--- src/rtl/z88_mem_sched_if.sv ---
// Bus bundle for z88_mem_sched: slot timing, LCD fetch port, Z80 port, memory port.
// master = the scheduler, slave = the clients and memory controller around it.
interface z88_mem_sched_if;
  logic        clk_ena;
  logic        bus_ph;
  logic        lcd_rden;
  logic [21:0] lcd_addr;
  logic        lcd_vld;
  logic [7:0]  lcd_rdata;
  logic        z80_req;
  logic        z80_we;
  logic [21:0] z80_addr;
  logic [7:0]  z80_wdata;
  logic        z80_ack;
  logic [7:0]  z80_rdata;
  logic        z80_wait;
  logic        mem_req;
  logic        mem_we;
  logic [21:0] mem_addr;
  logic [7:0]  mem_wdata;
  logic        mem_ack;
  logic [7:0]  mem_rdata;

  modport master (
    output clk_ena, bus_ph, lcd_vld, lcd_rdata, z80_ack, z80_rdata, z80_wait,
           mem_req, mem_we, mem_addr, mem_wdata,
    input  lcd_rden, lcd_addr, z80_req, z80_we, z80_addr, z80_wdata,
           mem_ack, mem_rdata
  );

  modport slave (
    input  clk_ena, bus_ph, lcd_vld, lcd_rdata, z80_ack, z80_rdata, z80_wait,
           mem_req, mem_we, mem_addr, mem_wdata,
    output lcd_rden, lcd_addr, z80_req, z80_we, z80_addr, z80_wdata,
           mem_ack, mem_rdata
  );
endinterface

--- src/rtl/z88_mem_sched.sv ---
// Memory-slot scheduler sharing one RAM/ROM port between LCD fetch and Z80.
// Optional: define Z80_SLOT_RECLAIM_EN to hand idle LCD slots to a pending Z80 request.
module z88_mem_sched #(
  parameter int CLK_DIV = 4
) (
  input logic             clk,
  input logic             rst_n,
  z88_mem_sched_if.master bus
);
  localparam int              SW     = $clog2(CLK_DIV);
  localparam logic [SW-1:0]   S_LAST = SW'(CLK_DIV - 1);

  typedef enum logic [1:0] {IDLE, ACC, DONE} state_t;

  state_t        state;
  logic [SW-1:0] s;
  logic          bus_ph_q;
  logic          owner_z80;
  logic          lcd_grant;
  logic          z80_grant;
  logic          clk_ena;
  logic          lcd_vld_q;
  logic [7:0]    lcd_rdata_q;
  logic          z80_ack_q;
  logic [7:0]    z80_rdata_q;
  logic          mem_req_q;
  logic          mem_we_q;
  logic [21:0]   mem_addr_q;
  logic [7:0]    mem_wdata_q;

  always_comb begin
    lcd_grant = ~bus_ph_q & bus.lcd_rden;
`ifdef Z80_SLOT_RECLAIM_EN
    z80_grant = bus.z80_req & (bus_ph_q | ~bus.lcd_rden);
`else
    z80_grant = bus.z80_req & bus_ph_q;
`endif
  end

  // Slot end is held off while an access is still in flight; that is the stretch.
  assign clk_ena = (s == S_LAST) && (state == IDLE);

  always_ff @(posedge clk or negedge rst_n) begin
    if (!rst_n) begin
      s        <= '0;
      bus_ph_q <= 1'b0;
    end else if (clk_ena) begin
      s        <= '0;
      bus_ph_q <= ~bus_ph_q;
    end else if (s != S_LAST) begin
      s <= s + 1'b1;
    end
  end

  always_ff @(posedge clk or negedge rst_n) begin
    if (!rst_n) begin
      state       <= IDLE;
      owner_z80   <= 1'b0;
      lcd_vld_q   <= 1'b0;
      lcd_rdata_q <= '0;
      z80_ack_q   <= 1'b0;
      z80_rdata_q <= '0;
      mem_req_q   <= 1'b0;
      mem_we_q    <= 1'b0;
      mem_addr_q  <= '0;
      mem_wdata_q <= '0;
    end else begin
      lcd_vld_q <= 1'b0;
      z80_ack_q <= 1'b0;
      case (state)
        IDLE: begin
          if (s == '0 && (lcd_grant || z80_grant)) begin
            owner_z80 <= ~lcd_grant;
            mem_req_q <= 1'b1;
            if (lcd_grant) begin
              mem_addr_q <= bus.lcd_addr;
              mem_we_q   <= 1'b0;
            end else begin
              mem_addr_q  <= bus.z80_addr;
              mem_we_q    <= bus.z80_we;
              mem_wdata_q <= bus.z80_wdata;
            end
            state <= ACC;
          end
        end
        ACC: begin
          if (bus.mem_ack) begin
            mem_req_q <= 1'b0;
            if (owner_z80) begin
              z80_ack_q <= 1'b1;
              if (!mem_we_q) z80_rdata_q <= bus.mem_rdata;
            end else begin
              lcd_vld_q   <= 1'b1;
              lcd_rdata_q <= bus.mem_rdata;
            end
            state <= DONE;
          end
        end
        DONE:    state <= IDLE;
        default: state <= IDLE;
      endcase
    end
  end

  assign bus.clk_ena   = clk_ena;
  assign bus.bus_ph    = bus_ph_q;
  assign bus.lcd_vld   = lcd_vld_q;
  assign bus.lcd_rdata = lcd_rdata_q;
  assign bus.z80_ack   = z80_ack_q;
  assign bus.z80_rdata = z80_rdata_q;
  assign bus.z80_wait  = bus.z80_req & ~z80_ack_q;
  assign bus.mem_req   = mem_req_q;
  assign bus.mem_we    = mem_we_q;
  assign bus.mem_addr  = mem_addr_q;
  assign bus.mem_wdata = mem_wdata_q;
endmodule

--- src/flat_wrapper.sv ---
// flat-port wrapper written by rule: the top's interface ports become plain ports
module z88_mem_sched_flat 
#(
  parameter int CLK_DIV = 4
)
  (clk, rst_n, bus_clk_ena, bus_bus_ph, bus_lcd_vld, bus_lcd_rdata, bus_z80_ack, bus_z80_rdata, bus_z80_wait, bus_mem_req, bus_mem_we, bus_mem_addr, bus_mem_wdata, bus_lcd_rden, bus_lcd_addr, bus_z80_req, bus_z80_we, bus_z80_addr, bus_z80_wdata, bus_mem_ack, bus_mem_rdata);
  z88_mem_sched_if bus_i ();
  input logic clk;
  input logic rst_n;
  output wire logic [$bits(bus_i.clk_ena)-1:0] bus_clk_ena;
  output wire logic [$bits(bus_i.bus_ph)-1:0] bus_bus_ph;
  output wire logic [$bits(bus_i.lcd_vld)-1:0] bus_lcd_vld;
  output wire logic [$bits(bus_i.lcd_rdata)-1:0] bus_lcd_rdata;
  output wire logic [$bits(bus_i.z80_ack)-1:0] bus_z80_ack;
  output wire logic [$bits(bus_i.z80_rdata)-1:0] bus_z80_rdata;
  output wire logic [$bits(bus_i.z80_wait)-1:0] bus_z80_wait;
  output wire logic [$bits(bus_i.mem_req)-1:0] bus_mem_req;
  output wire logic [$bits(bus_i.mem_we)-1:0] bus_mem_we;
  output wire logic [$bits(bus_i.mem_addr)-1:0] bus_mem_addr;
  output wire logic [$bits(bus_i.mem_wdata)-1:0] bus_mem_wdata;
  input wire logic [$bits(bus_i.lcd_rden)-1:0] bus_lcd_rden;
  input wire logic [$bits(bus_i.lcd_addr)-1:0] bus_lcd_addr;
  input wire logic [$bits(bus_i.z80_req)-1:0] bus_z80_req;
  input wire logic [$bits(bus_i.z80_we)-1:0] bus_z80_we;
  input wire logic [$bits(bus_i.z80_addr)-1:0] bus_z80_addr;
  input wire logic [$bits(bus_i.z80_wdata)-1:0] bus_z80_wdata;
  input wire logic [$bits(bus_i.mem_ack)-1:0] bus_mem_ack;
  input wire logic [$bits(bus_i.mem_rdata)-1:0] bus_mem_rdata;
  assign bus_clk_ena = bus_i.clk_ena;
  assign bus_bus_ph = bus_i.bus_ph;
  assign bus_lcd_vld = bus_i.lcd_vld;
  assign bus_lcd_rdata = bus_i.lcd_rdata;
  assign bus_z80_ack = bus_i.z80_ack;
  assign bus_z80_rdata = bus_i.z80_rdata;
  assign bus_z80_wait = bus_i.z80_wait;
  assign bus_mem_req = bus_i.mem_req;
  assign bus_mem_we = bus_i.mem_we;
  assign bus_mem_addr = bus_i.mem_addr;
  assign bus_mem_wdata = bus_i.mem_wdata;
  assign bus_i.lcd_rden = bus_lcd_rden;
  assign bus_i.lcd_addr = bus_lcd_addr;
  assign bus_i.z80_req = bus_z80_req;
  assign bus_i.z80_we = bus_z80_we;
  assign bus_i.z80_addr = bus_z80_addr;
  assign bus_i.z80_wdata = bus_z80_wdata;
  assign bus_i.mem_ack = bus_mem_ack;
  assign bus_i.mem_rdata = bus_mem_rdata;
  z88_mem_sched #(.CLK_DIV(CLK_DIV)) u_core (.clk(clk), .rst_n(rst_n), .bus(bus_i));
endmodule
--- config.mk ---
export PLATFORM = sky130hd
export DESIGN_NAME = z88_mem_sched_flat
export DESIGN_NICKNAME = d
export VERILOG_FILES = /design/src/rtl/z88_mem_sched_if.sv /design/src/rtl/z88_mem_sched.sv /design/src/flat_wrapper.sv
export SDC_FILE = /design/constraint.sdc
export NUM_CORES = 1
export LEC_CHECK = 0
export ABC_CLOCK_PERIOD_IN_PS = 2200
export CAP_MARGIN = 20
export CORE_UTILIZATION = 40
export CTS_CLUSTER_DIAMETER = 50
export DETAILED_ROUTE_END_ITERATION = 10
export GPL_TIMING_DRIVEN = 0
export PLACE_DENSITY = 0.8
export SYNTH_ARGS = -nofsm -noshare
export SYNTH_HDL_FRONTEND = slang
export SYNTH_SLANG_ARGS = --single-unit
--- constraint.sdc ---
create_clock -name clk -period 2.2 [get_ports clk]
set_clock_uncertainty 0.15 [all_clocks]
set_input_delay 0.44 -clock clk [delete_from_list [all_inputs] [get_ports clk]]
set_output_delay 0.44 -clock clk [all_outputs]
set_load 0.02 [all_outputs]
==> results of run 1 <==
## cells by family (layout without fill, tap and decap cells)
family,count (synthesis),count (layout),share of synthesized area (%)
mux,69,69,32.2
flops,56,56,58.2
simple gates,14,14,3.85
buf+inv,9,139,2.13
compound gates,7,7,2.18
fa+ha+maj,2,2,1.04
xor+xnor,1,1,0.364
## final cells by class
type | count | share of cell area, %
repair buffers | 122 | 31.9
inverters | 5 | 0.492
clock buffers | 7 | 2.26
multi-input cells | 93 | 25.2
clock inverters | 1 | 0.197
plain buffers | 4 | 0.853
flip-flops and latches | 56 | 36.8
well taps | 72 | 2.36
## repair_timing
action / in CTS / in global routing
hold buffers: 0 / 0
buffers inserted: 0 / 3
endpoints found under the setup margin: 2 / 12
resized for setup: 3 / 0
pin swaps: 0 / 0
## state kept, by name, indices dropped and copies added (netlist names), 2 cells and up
signal,flops
u_core.bus.lcd_rdata,8
u_core.bus.mem_addr,22
u_core.bus.mem_wdata,8
u_core.bus.z80_rdata,8
u_core.s,2
u_core.state,2
## worst max-delay path, cell delays in order (launching register included)
cell           delay [ps]
dfrtp_1               400
ha_1                  210
nor3b_2               250
dlygate4sd2_1         370
## cell usage in the layout (no fill, tap or decap)
cell	Yosys	final
ha_1	2	2
clkdlybuf4s50_1	0	115
nand2_1	2	2
nor2b_1	2	2
clkbuf_1	0	1
or3b_4	1	1
dlygate4sd2_1	0	2
nor2_2	2	2
xor2_1	1	1
o2bb2ai_1	1	1
inv_1	5	5
buf_4	0	3
nor3b_1	2	1
nand2b_1	1	1
a21o_1	1	1
buf_2	2	3
buf_6	2	2
nor3b_2	0	1
nor2_1	1	1
nor3_2	1	1
mux2i_1	1	1
nand3b_1	1	1
o21ai_0	4	4
or2_2	1	1
mux2_2	68	68
a21oi_4	1	1
dfrtp_1	56	56
clkbuf_8	0	6
clkinvlp_4	0	1
buf_12	0	1
## where the power goes
part	total (mW)	internal, mW	switching (mW)
combinational	2.72	1.51	1.20
clock	0.573	0.256	0.317
sequential	1.80	1.53	0.267
## per-stage QoR
step	util (%)	cells
6_report	67.6	360
5_1_grt	67.6	360
4_1_cts	67.2	357
3_5_place_dp	65.5	349
3_3_place_gp	65.2	348
2_1_floorplan	-	158
## final timing paths
| path | to | slack, ps | depth (start not counted) |
|---|---|---|---|
| max | bus_clk_ena | 80 | 3 |
| min | u_core.bus.lcd_rdata[3]$_DFFE_PN0P_ | -9 | 1 |
| max reg2reg | u_core.bus.mem_wdata[5]$_DFFE_PN0P_ | 130 | 5 |
| min reg2reg | u_core.bus.mem_req$_DFFE_PN0P_ | 350 | 1 |
| max in group asynchronous | u_core.bus.z80_ack$_DFF_PN0_ | 1340 | 2 |
| min in group clk | u_core.bus.mem_req$_DFFE_PN0P_ | 350 | 1 |
## per-layer routing
metal  share of wire (%)  global-route usage [%]
met3                 6.8                    4.91
met4                 1.3                    4.91
met1                  42                    21.7
met5                   0                       0
met2                  50                    30.8
==> results.toml, run 1 <==
[place]
dp_hpwl_mm = 3.96
io_buffers = 118
pre_cts_ws_ps = -255
gp_congestion = 0.695
placed_area_um2 = 3690

[layout]
drive_gt1_share_pct = 31.6
final_cell_area_um2 = 3810
layout.nets = 355
area_growth_syn_to_layout_pct = 58.4
seqCellArea_um2 = 1400
antennaDiodeCount = 0
multi_input_area_um2 = 960
fillCellCount = 431

[synthesis]
syn-num-nets = 226
yosysTopAreaCell = "dfrtp_1"
synth_cells = 158
synth_common_cells = "68 x mux2_2, 56 x dfrtp_1, 5 x inv_1"
synth_ff_type = "dfrtp_1"
synth_area_um2 = 2410
synth_most_common_cell = "mux2_2"
syn_avg_cell_area_um2 = 15.2
synth_area_leaders = "dfrtp_1 58%, mux2_2 32%, ha_1 1.0%"
yosysSeqAreaShare_pct = 58.2
synth_edf_count = 0
ys_warn_count = 0
ys_ff_latch = 56
synth_cell_types = 22
yosysTopAreaCellShare_pct = 58.2
async_flop_share_pct = 100

[setup_path]
startpoint_type = "register"
cp-end-kind = "output pin"
timing.rr.start = "u_core.s[0]$_DFFE_PN0P_"
required_ps = 1610
crit_fanout = 3
arrival_ps = 1530
worstSetupStartpoint = "u_core.s[0]$_DFFE_PN0P_"
critPathKind = "register to output pin"

[grt]
grt_pass1_vias = 1867
grt_max_degree = 31
grt_overflow = 0
antenna_found_initial = 0
grt_pass1_wl_mm = 8.61
grt_usage_pct = 17.8

[clock_tree]
numCtsBuffers = 5
clock-root-buffer = "clkbuf_8"
cts_tree = "done"
clk_path_buf_depth = 2
htree_levels = 2
insertion_delay_ps = 300
cts.sinks = 56
clkTransAtPathRegs_ps = 90

[die]
initial_utilization_pct = 42.7
fp.dieH_um = 79.6
die_x_um = 79.6
ios = 119
num_rows = 27
die_area_um2 = 6330
core_area_um2 = 5640

[timing]
drv_slew = 0
setup_viol = 0
fmax_mhz = 472
tightest_slew_ps = 670
setup_slack_ps = 80.2
hold_viol = 8
maxSlewHeadroom_pct = 55.1
hold_ws_ps = -8.64
min_period_ps = 2120
rsz0062_at_grt = "false"
min_period_over_period_pct = 96.4
tns_ps = 0

[pwr]
powerDensity_nw_per_um2 = 1330
p_leak_nw = 1.60
power.total_mw = 5.09
vdd_drop_max_v = 0.000659

[route]
via_per_inst = 4.74
drt_iter0_drc = 66
drc = 0
wire_per_inst_um = 14.5
totalWireLength_mm = 5.24
route.vias.total = 1706
drt_pass1_iterations = 2
final_antenna_net_count = 0

[run]
drv_cap = 0

[run_status]
outcome = "complete, but fails checks"
violations = "negative hold slack"

[worst_hold_path]
hold_class = "primary input to asynchronous set/reset pin"
Power figures use the tool's default switching activity.
==> run 2, diff against run 1 <==
ABC_CLOCK_PERIOD_IN_PS = not set   (was 2200)
==> results of run 2 <==
No change in the layout: final DEF, timing and power equal those of run 1.
